$ cat src/rtl/pipeline_stall_controller_pkg.sv
// Shared pipeline-control definitions: FSM state encodings, request priority
// and the canonical enable/bubble patterns driven by the stall controller.
package pipeline_stall_controller_pkg;

    typedef enum logic [1:0] {
        ST_RUN      = 2'b00,
        ST_MEM_WAIT = 2'b01,
        ST_FLUSH    = 2'b10
    } pipe_state_e;

    // Encoded value doubles as priority: a larger code wins.
    typedef enum logic [1:0] {
        REQ_NONE = 2'b00,
        REQ_BR   = 2'b01,
        REQ_LU   = 2'b10,
        REQ_MEM  = 2'b11
    } pipe_req_e;

    typedef struct packed {
        logic le_pc;
        logic le_if_id;
        logic flush_if_id;
        logic nop;
        logic le_id_ex;
        logic le_ex_mem;
        logic wb_nop;
    } pipe_ctrl_t;

    localparam pipe_ctrl_t CTRL_RUN = '{
        le_pc: 1'b1, le_if_id: 1'b1, flush_if_id: 1'b0, nop: 1'b1,
        le_id_ex: 1'b1, le_ex_mem: 1'b1, wb_nop: 1'b0
    };

    localparam pipe_ctrl_t CTRL_RESET = '{
        le_pc: 1'b0, le_if_id: 1'b0, flush_if_id: 1'b1, nop: 1'b0,
        le_id_ex: 1'b0, le_ex_mem: 1'b0, wb_nop: 1'b1
    };

    localparam pipe_ctrl_t CTRL_FREEZE = '{
        le_pc: 1'b0, le_if_id: 1'b0, flush_if_id: 1'b0, nop: 1'b1,
        le_id_ex: 1'b0, le_ex_mem: 1'b0, wb_nop: 1'b1
    };

    function automatic pipe_req_e resolve_req(input logic mem_busy,
                                              input logic load_use,
                                              input logic br_taken);
        if (mem_busy) return REQ_MEM;
        if (load_use) return REQ_LU;
        if (br_taken) return REQ_BR;
        return REQ_NONE;
    endfunction

endpackage

$ cat src/rtl/pipeline_stall_controller_if.sv
// Control-path bundle between the hazard/memory side (master) and the stall
// controller (slave). Valid/ready is not used: every signal is level-sampled each cycle.
interface pipeline_stall_controller_if #(
    parameter int STAT_W = 16
);
    import pipeline_stall_controller_pkg::*;

    logic              hz_load_use;
    logic              br_taken;
    logic              mem_busy;
    logic              LE_PC;
    logic              LE_IF_ID;
    logic              FLUSH_IF_ID;
    logic              NOP;
    logic              LE_ID_EX;
    logic              LE_EX_MEM;
    logic              WB_NOP;
    logic              mem_timeout;
    logic [STAT_W-1:0] stall_cycles;
    logic [STAT_W-1:0] flush_count;
    pipe_state_e       dbg_state;

    modport master (
        output hz_load_use, br_taken, mem_busy,
        input  LE_PC, LE_IF_ID, FLUSH_IF_ID, NOP, LE_ID_EX, LE_EX_MEM, WB_NOP,
        input  mem_timeout, stall_cycles, flush_count, dbg_state
    );

    modport slave (
        input  hz_load_use, br_taken, mem_busy,
        output LE_PC, LE_IF_ID, FLUSH_IF_ID, NOP, LE_ID_EX, LE_EX_MEM, WB_NOP,
        output mem_timeout, stall_cycles, flush_count, dbg_state
    );

endinterface

$ cat src/rtl/sat_event_counter.sv
// Event counter that sticks at all-ones instead of wrapping; cleared by the
// synchronous reset.
module sat_event_counter #(
    parameter int STAT_W = 16
) (
    input  logic              clk,
    input  logic              reset,
    input  logic              i_inc,
    output logic [STAT_W-1:0] o_count
);

    logic [STAT_W-1:0] r_count;

    always_ff @(posedge clk) begin
        if (reset) begin
            r_count <= '0;
        end else if (i_inc && (r_count != {STAT_W{1'b1}})) begin
            r_count <= r_count + STAT_W'(1);
        end
    end

    assign o_count = r_count;

endmodule

$ cat src/rtl/pipeline_stall_controller.sv
// Pipeline-register enable sequencer for the 5-stage core (RUN / MEM_WAIT / FLUSH).
// Optional stall statistics are built only when STALL_STATS_EN is defined.
module pipeline_stall_controller
    import pipeline_stall_controller_pkg::*;
#(
    parameter int MAX_MEM_WAIT = 8,
    parameter int BR_FLUSH_CYC = 1,
    parameter int CNT_W        = 4,
    parameter int STAT_W       = 16
) (
    input  logic                        clk,
    input  logic                        reset,
    pipeline_stall_controller_if.slave  bus
);

    localparam logic [CNT_W-1:0] FLUSH_INIT = CNT_W'(BR_FLUSH_CYC - 1);
    localparam logic [CNT_W:0]   WAIT_LIMIT = (CNT_W + 1)'(MAX_MEM_WAIT);

    pipe_state_e      r_state;
    pipe_state_e      w_state_nxt;
    logic [CNT_W-1:0] r_wait_cnt;
    logic [CNT_W-1:0] w_wait_cnt_nxt;
    logic [CNT_W-1:0] r_flush_cnt;
    logic [CNT_W-1:0] w_flush_cnt_nxt;
    logic [CNT_W:0]   w_wait_inc;
    logic             r_timeout;
    logic             w_timeout_set;
    logic             w_flush_pend;
    logic             w_br_accept;
    pipe_req_e        w_req;
    pipe_ctrl_t       w_ctrl;

    assign w_req      = resolve_req(bus.mem_busy, bus.hz_load_use, bus.br_taken);
    assign w_wait_inc = {1'b0, r_wait_cnt} + (CNT_W + 1)'(1);

    // A non-zero flush count means a flush is running or suspended by a memory
    // wait; a new branch is not accepted until it has drained.
    assign w_flush_pend = (r_flush_cnt != '0);
    assign w_br_accept  = !reset && (w_req == REQ_BR) && !w_flush_pend;

    always_ff @(posedge clk) begin
        if (reset) begin
            r_state     <= ST_RUN;
            r_wait_cnt  <= '0;
            r_flush_cnt <= '0;
            r_timeout   <= 1'b0;
        end else begin
            r_state     <= w_state_nxt;
            r_wait_cnt  <= w_wait_cnt_nxt;
            r_flush_cnt <= w_flush_cnt_nxt;
            if (w_timeout_set) begin
                r_timeout <= 1'b1;
            end
        end
    end

    always_comb begin
        w_state_nxt     = r_state;
        w_wait_cnt_nxt  = r_wait_cnt;
        w_flush_cnt_nxt = r_flush_cnt;
        w_timeout_set   = 1'b0;
        w_ctrl          = CTRL_RUN;
        if (reset) begin
            w_ctrl          = CTRL_RESET;
            w_state_nxt     = ST_RUN;
            w_wait_cnt_nxt  = '0;
            w_flush_cnt_nxt = '0;
        end else if (w_req == REQ_MEM) begin
            // Flush count is left untouched so a suspended flush resumes intact.
            w_ctrl         = CTRL_FREEZE;
            w_state_nxt    = ST_MEM_WAIT;
            w_timeout_set  = (w_wait_inc >= WAIT_LIMIT);
            w_wait_cnt_nxt = w_timeout_set ? WAIT_LIMIT[CNT_W-1:0] : w_wait_inc[CNT_W-1:0];
        end else if (r_state == ST_FLUSH) begin
            w_ctrl.flush_if_id = 1'b1;
            w_flush_cnt_nxt    = r_flush_cnt - CNT_W'(1);
            w_state_nxt        = (r_flush_cnt == CNT_W'(1)) ? ST_RUN : ST_FLUSH;
        end else begin
            // RUN, or the release cycle of a memory wait: plain RUN decoding.
            w_wait_cnt_nxt = '0;
            w_state_nxt    = w_flush_pend ? ST_FLUSH : ST_RUN;
            if (w_req == REQ_LU) begin
                w_ctrl.le_pc    = 1'b0;
                w_ctrl.le_if_id = 1'b0;
                w_ctrl.nop      = 1'b0;
            end else if (w_br_accept) begin
                w_ctrl.flush_if_id = 1'b1;
                w_flush_cnt_nxt    = FLUSH_INIT;
                w_state_nxt        = (FLUSH_INIT != '0) ? ST_FLUSH : ST_RUN;
            end
        end
    end

    assign bus.LE_PC       = w_ctrl.le_pc;
    assign bus.LE_IF_ID    = w_ctrl.le_if_id;
    assign bus.FLUSH_IF_ID = w_ctrl.flush_if_id;
    assign bus.NOP         = w_ctrl.nop;
    assign bus.LE_ID_EX    = w_ctrl.le_id_ex;
    assign bus.LE_EX_MEM   = w_ctrl.le_ex_mem;
    assign bus.WB_NOP      = w_ctrl.wb_nop;
    assign bus.mem_timeout = (r_timeout && !reset) || w_timeout_set;
    assign bus.dbg_state   = r_state;

`ifdef STALL_STATS_EN
    logic w_stall_evt;

    assign w_stall_evt = !w_ctrl.le_pc;

    sat_event_counter #(.STAT_W(STAT_W)) u_stall_cnt (
        .clk     (clk),
        .reset   (reset),
        .i_inc   (w_stall_evt),
        .o_count (bus.stall_cycles)
    );

    sat_event_counter #(.STAT_W(STAT_W)) u_flush_cnt (
        .clk     (clk),
        .reset   (reset),
        .i_inc   (w_br_accept),
        .o_count (bus.flush_count)
    );
`else
    assign bus.stall_cycles = {STAT_W{1'b0}};
    assign bus.flush_count  = {STAT_W{1'b0}};
`endif

endmodule

$ cat src/flat_wrapper.sv
// flat-port wrapper written by rule: the top's interface ports become plain ports
module pipeline_stall_controller_flat import pipeline_stall_controller_pkg::*;
#(
    parameter int MAX_MEM_WAIT = 8,
    parameter int BR_FLUSH_CYC = 1,
    parameter int CNT_W        = 4,
    parameter int STAT_W       = 16
)
  (clk, reset, bus_hz_load_use, bus_br_taken, bus_mem_busy, bus_LE_PC, bus_LE_IF_ID, bus_FLUSH_IF_ID, bus_NOP, bus_LE_ID_EX, bus_LE_EX_MEM, bus_WB_NOP, bus_mem_timeout, bus_stall_cycles, bus_flush_count, bus_dbg_state);
  pipeline_stall_controller_if #(.STAT_W(STAT_W)) bus_i ();
  input  logic clk;
  input  logic reset;
  input wire logic [$bits(bus_i.hz_load_use)-1:0] bus_hz_load_use;
  input wire logic [$bits(bus_i.br_taken)-1:0] bus_br_taken;
  input wire logic [$bits(bus_i.mem_busy)-1:0] bus_mem_busy;
  output wire logic [$bits(bus_i.LE_PC)-1:0] bus_LE_PC;
  output wire logic [$bits(bus_i.LE_IF_ID)-1:0] bus_LE_IF_ID;
  output wire logic [$bits(bus_i.FLUSH_IF_ID)-1:0] bus_FLUSH_IF_ID;
  output wire logic [$bits(bus_i.NOP)-1:0] bus_NOP;
  output wire logic [$bits(bus_i.LE_ID_EX)-1:0] bus_LE_ID_EX;
  output wire logic [$bits(bus_i.LE_EX_MEM)-1:0] bus_LE_EX_MEM;
  output wire logic [$bits(bus_i.WB_NOP)-1:0] bus_WB_NOP;
  output wire logic [$bits(bus_i.mem_timeout)-1:0] bus_mem_timeout;
  output wire logic [$bits(bus_i.stall_cycles)-1:0] bus_stall_cycles;
  output wire logic [$bits(bus_i.flush_count)-1:0] bus_flush_count;
  output wire logic [$bits(bus_i.dbg_state)-1:0] bus_dbg_state;
  assign bus_i.hz_load_use = bus_hz_load_use;
  assign bus_i.br_taken = bus_br_taken;
  assign bus_i.mem_busy = bus_mem_busy;
  assign bus_LE_PC = bus_i.LE_PC;
  assign bus_LE_IF_ID = bus_i.LE_IF_ID;
  assign bus_FLUSH_IF_ID = bus_i.FLUSH_IF_ID;
  assign bus_NOP = bus_i.NOP;
  assign bus_LE_ID_EX = bus_i.LE_ID_EX;
  assign bus_LE_EX_MEM = bus_i.LE_EX_MEM;
  assign bus_WB_NOP = bus_i.WB_NOP;
  assign bus_mem_timeout = bus_i.mem_timeout;
  assign bus_stall_cycles = bus_i.stall_cycles;
  assign bus_flush_count = bus_i.flush_count;
  assign bus_dbg_state = bus_i.dbg_state;
  pipeline_stall_controller #(.MAX_MEM_WAIT(MAX_MEM_WAIT), .BR_FLUSH_CYC(BR_FLUSH_CYC), .CNT_W(CNT_W), .STAT_W(STAT_W)) u_core (.clk(clk), .reset(reset), .bus(bus_i));
endmodule
$ cat config.mk
export PLATFORM = sky130hd
export DESIGN_NAME = pipeline_stall_controller_flat
export DESIGN_NICKNAME = d
export VERILOG_FILES = /design/src/rtl/pipeline_stall_controller_pkg.sv /design/src/rtl/pipeline_stall_controller_if.sv /design/src/rtl/sat_event_counter.sv /design/src/rtl/pipeline_stall_controller.sv /design/src/flat_wrapper.sv
export SDC_FILE = /design/constraint.sdc
export NUM_CORES = 1
export LEC_CHECK = 0
export ABC_CLOCK_PERIOD_IN_PS = 1900
export CAP_MARGIN = 20
export CORE_ASPECT_RATIO = 0.8
export CORE_MARGIN = 2
export CORE_UTILIZATION = 55
export CTS_BUF_LIST = sky130_fd_sc_hd__clkbuf_4 sky130_fd_sc_hd__clkbuf_8
export DETAILED_ROUTE_END_ITERATION = 8
export DONT_BUFFER_PORTS = 1
export PLACE_DENSITY = 0.81
export SLEW_MARGIN = 5
export SYNTH_ARGS = -nofsm -noshare
export SYNTH_HDL_FRONTEND = slang
export SYNTH_HIERARCHICAL = 1
export SYNTH_SLANG_ARGS = --single-unit
$ cat constraint.sdc
create_clock -name clk -period 1.9 [get_ports clk]
set_input_delay 0.38 -clock clk [delete_from_list [all_inputs] [get_ports clk]]
set_output_delay 0.38 -clock clk [all_outputs]
set_load 0.02 [all_outputs]
==> key figures <==
Timing
  – Final Hold Viols: 0
  – Final setup vio count: 0
  – RSZ-0062 raised after global routing: false
  – Final Cycle Share: 96.0%
  – Final Worst Setup Slack: 0.0752 ns
  – Max Freq: around 0.55 GHz
  – Crit path time final: 1.82 ns
  – Fin Clk Skew: 0.00297 ns
  – Final setup TNS: 0 ns
  – Slew Limit Fails: 0
  – Worst hold slack: 0.151 ns

Yosys
  – Post-synthesis adder-cell area fraction: around 5%
  – Synthesis-stage register bit count: 11
  – Largest family of logic cells by synthesized area: buffers and inverters
  – Yosys warnings: 6
  – Compound-gate portion of the synthesized area: 20.3%
  – Number of distinct library cells after synthesis: 40
  – Register area share after synthesis: 22.2%
  – Simple-gate share of the synthesized area: 21.2%
  – Syn_area_per_cell: approximately 9.1 µm²
  – Post-synthesis xor/xnor area fraction: 0%
  – Syn Std Cell Area: 991 µm²
  – Post-synthesis mux area share: 1.14%
  – Syn Inst Count: 109

Clocking
  – Clock buffer depth: 2
  – CTS clk-pin slew, worst paths: 0.07 ns
  – Root Driver: clkbuf_4
  – H-Tree Depth: 1
  – Num Clock Sinks: 11
  – Hold_buf cts: 0
  – TritonCTS clock tree: yes
  – CTS Buf Count: 3
  – Skew-Pair Late Insertion Delay: 0.28 ns

Placement
  – Placed instance count: 132
  – Placer Congestion: 0.907
  – Worst slack at placement: about 0.25 ns
  – Port bufs: 0
  – Post-DP HPWL: roughly 1.3 mm

Die
  – # IOs: 47
  – Initial core utilization: 59.7%
  – Chip width: 51.5 µm
  – FP Rows: 13
  – Core Area: 1660 µm²
  – Die height: 42.0 µm
  – Die Area: about 2200 µm²

GRT
  – Total track usage: 16.6%
  – Largest net degree at the start of global routing: 17
  – Global-route wire length before repair: 2.66 mm
  – Initial antenna violation count: 0
  – Vias in the first global route: around 590
  – Grt total ovfl: 0

Drt
  – DR WL/cell: 12.4 µm
  – Total number of vias: between 700 and 800
  – Final WL: 1.69 mm
  – Vias per inst: 5.15
  – DRC violation count after routing: 0
  – Final ANT Viol Nets: 0
  – Drt pass-1 iters: 4
  – Initial drt markers: 25

Setup path
  – CP Launch Type: flip-flop
  – Worst Path Required: 1.52 ns
  – Worst reg2reg setup slack: 0.49 ns
  – WP data arrival: 1.44 ns
  – Worst R2R Start: u_core/r_flush_cnt[1]$_SDFFE_PP0P_
  – CP Capture Type: output pin
  – Worst Path Max Fanout: 4
  – Critical path type: flip-flop to output pin
  – Last element of the critical path: bus_FLUSH_IF_ID
  – CP startpoint: u_core/r_flush_cnt[2]$_SDFFE_PP0P_
  – Critical R2R Capture: u_core/r_flush_cnt[3]$_SDFFE_PP0P_
  – R2r worst-path depth: 5

Hold path
  – HP Class: primary input to flip-flop

Pwr
  – Pleak: around 0.41 nW
  – Peak supply drop: 395 µV
  – Post-route total power: roughly 0.57 mW
  – Pwr/cell area: 573 nW/µm²

Final layout
  – Ant diodes: 0
  – Nets: ~120
  – Fillcell total: 150
  – Share of layout cells above drive strength 1: 30.7%
  – Non-Filler Instances: approximately 140
  – P&R area growth vs syn: -0.379%

Status
  – Status: complete, no violations

Run
  – Max Cap Viol: 0
critical path, stage by stage, from the launching register on:
cell and delay [ns]:
dfxtp_1 0.34, nor4b_2 0.35, a21o_1 0.24, a21o_1 0.24
worst min-delay path by stage:
stage / slack [ns] / to / start / depth (start not counted)
2_1_floorplan: 0.44 / u_core/r_timeout$_SDFFE_PP0P_ / u_core/r_timeout$_SDFFE_PP0P_ / 2
3_3_place_gp: 0.45 / u_core/r_wait_cnt[2]$_SDFFE_PP0P_ / reset / 1
3_5_place_dp: 0.45 / u_core/r_flush_cnt[1]$_SDFFE_PP0P_ / reset / 1
4_1_cts: 0.15 / u_core/r_flush_cnt[1]$_SDFFE_PP0P_ / reset / 1
5_1_grt: 0.13 / u_core/r_wait_cnt[2]$_SDFFE_PP0P_ / reset / 1
6_report: 0.15 / u_core/r_wait_cnt[2]$_SDFFE_PP0P_ / reset / 1
cell usage in the layout, fill, tap and decap left out, types with 2 or more instances in the layout:
master / instances
nor4b_2: 2
a211oi_2: 3
a21oi_2: 3
nor2b_2: 2
nand2b_1: 2
dfxtp_1: 7
dfxtp_2: 3
clkbuf_4: 4
ha_1: 3
inv_1: 5
a21o_1: 2
and3_1: 2
a31oi_1: 3
nor2_1: 8
buf_4: 5
conb_1: 32
power by group:
| group | internal [mW] | switching (mW) | total (mW) |
|---|---|---|---|
| sequential | 0.238 | 0.00909 | 0.247 |
| clock | 0.0958 | 0.0829 | 0.179 |
| combinational | 0.0352 | 0.104 | 0.139 |
| total | 0.369 | 0.196 | 0.565 |
cells in the mapped netlist:
cell / number / area, µm²
conb_1: 1 / 3.75
nor4bb_1: 1 / 10.0
a2111oi_4: 1 / 27.5
nor3b_2: 1 / 12.5
nand4b_1: 1 / 8.76
nor2b_2: 1 / 8.76
nor4b_1: 1 / 8.76
o21ai_1: 1 / 5.00
nand3_1: 1 / 5.00
and4bb_1: 1 / 12.5
nor2_1: 9 / 33.8
nor4b_2: 2 / 30.0
and3_1: 2 / 12.5
o211ai_1: 1 / 7.51
and4bb_2: 1 / 12.5
nand4_1: 1 / 6.26
a41o_1: 1 / 10.0
nand2b_1: 2 / 12.5
a31oi_1: 3 / 18.8
dfxtp_1: 11 / 220
buf_6: 1 / 11.3
a22oi_1: 1 / 7.51
ha_1: 4 / 50.1
mux2_1: 1 / 11.3
a311oi_2: 1 / 15.0
o41ai_1: 2 / 17.5
a211oi_2: 3 / 37.5
a21oi_2: 2 / 17.5
buf_4: 34 / 255
a21o_1: 2 / 15.0
inv_2: 1 / 3.75
nor2b_1: 1 / 6.26
buf_2: 1 / 5.00
inv_1: 5 / 18.8
nand2_1: 1 / 3.75
a22oi_2: 1 / 12.5
a21oi_1: 2 / 10.0
nor4_1: 1 / 6.26
and2_4: 1 / 8.76
and3_4: 1 / 11.3
layer usage:
metal,global-route usage (%),part of all wire [%]
met1,19.6,44
met2,24.6,44
met3,8.27,10
met4,8.42,1.8
met5,0,0
cells by family (layout without fill, tap and decap cells):
group / count (synthesis) / after routing
compound gates: 21 / 21
fa+ha+maj: 4 / 4
buf+inv: 42 / 16
flops: 11 / 11
mux: 1 / 1
other cells: 1 / 32
simple gates: 29 / 29
layout make-up:
class                      count  area, µm²  share of cell area, %
timing repair buffer           6       57.6                   5.83
inverter                       6       22.5                   2.28
multi-input combinational     87        622                   63.0
sequential                    11        228                   23.1
clock buffer                   4       30.0                   3.04
tap                           22       27.5                   2.79
registers in the layout (all words and copies together) (netlist names):
signal / cells
u_core/r_flush_cnt: 4
u_core/bus.dbg_state: 2
u_core/r_timeout: 1
u_core/r_wait_cnt: 4
repair_timing:
item | CTS | global route
hold endpoints to repair | 0 | 0
endpoints found under the setup margin | 1 | 2
setup buffers | 0 | 0
resized for setup | 2 | 6
stage by stage:
stage	area, µm²	util (%)
after detailed placement	935	56.3
after global routing	987	59.5
after floorplan	1120	-
after global placement	935	56.3
final	987	59.5
after CTS	967	58.3
No activity file was read; power rests on OpenSTA's default activity.
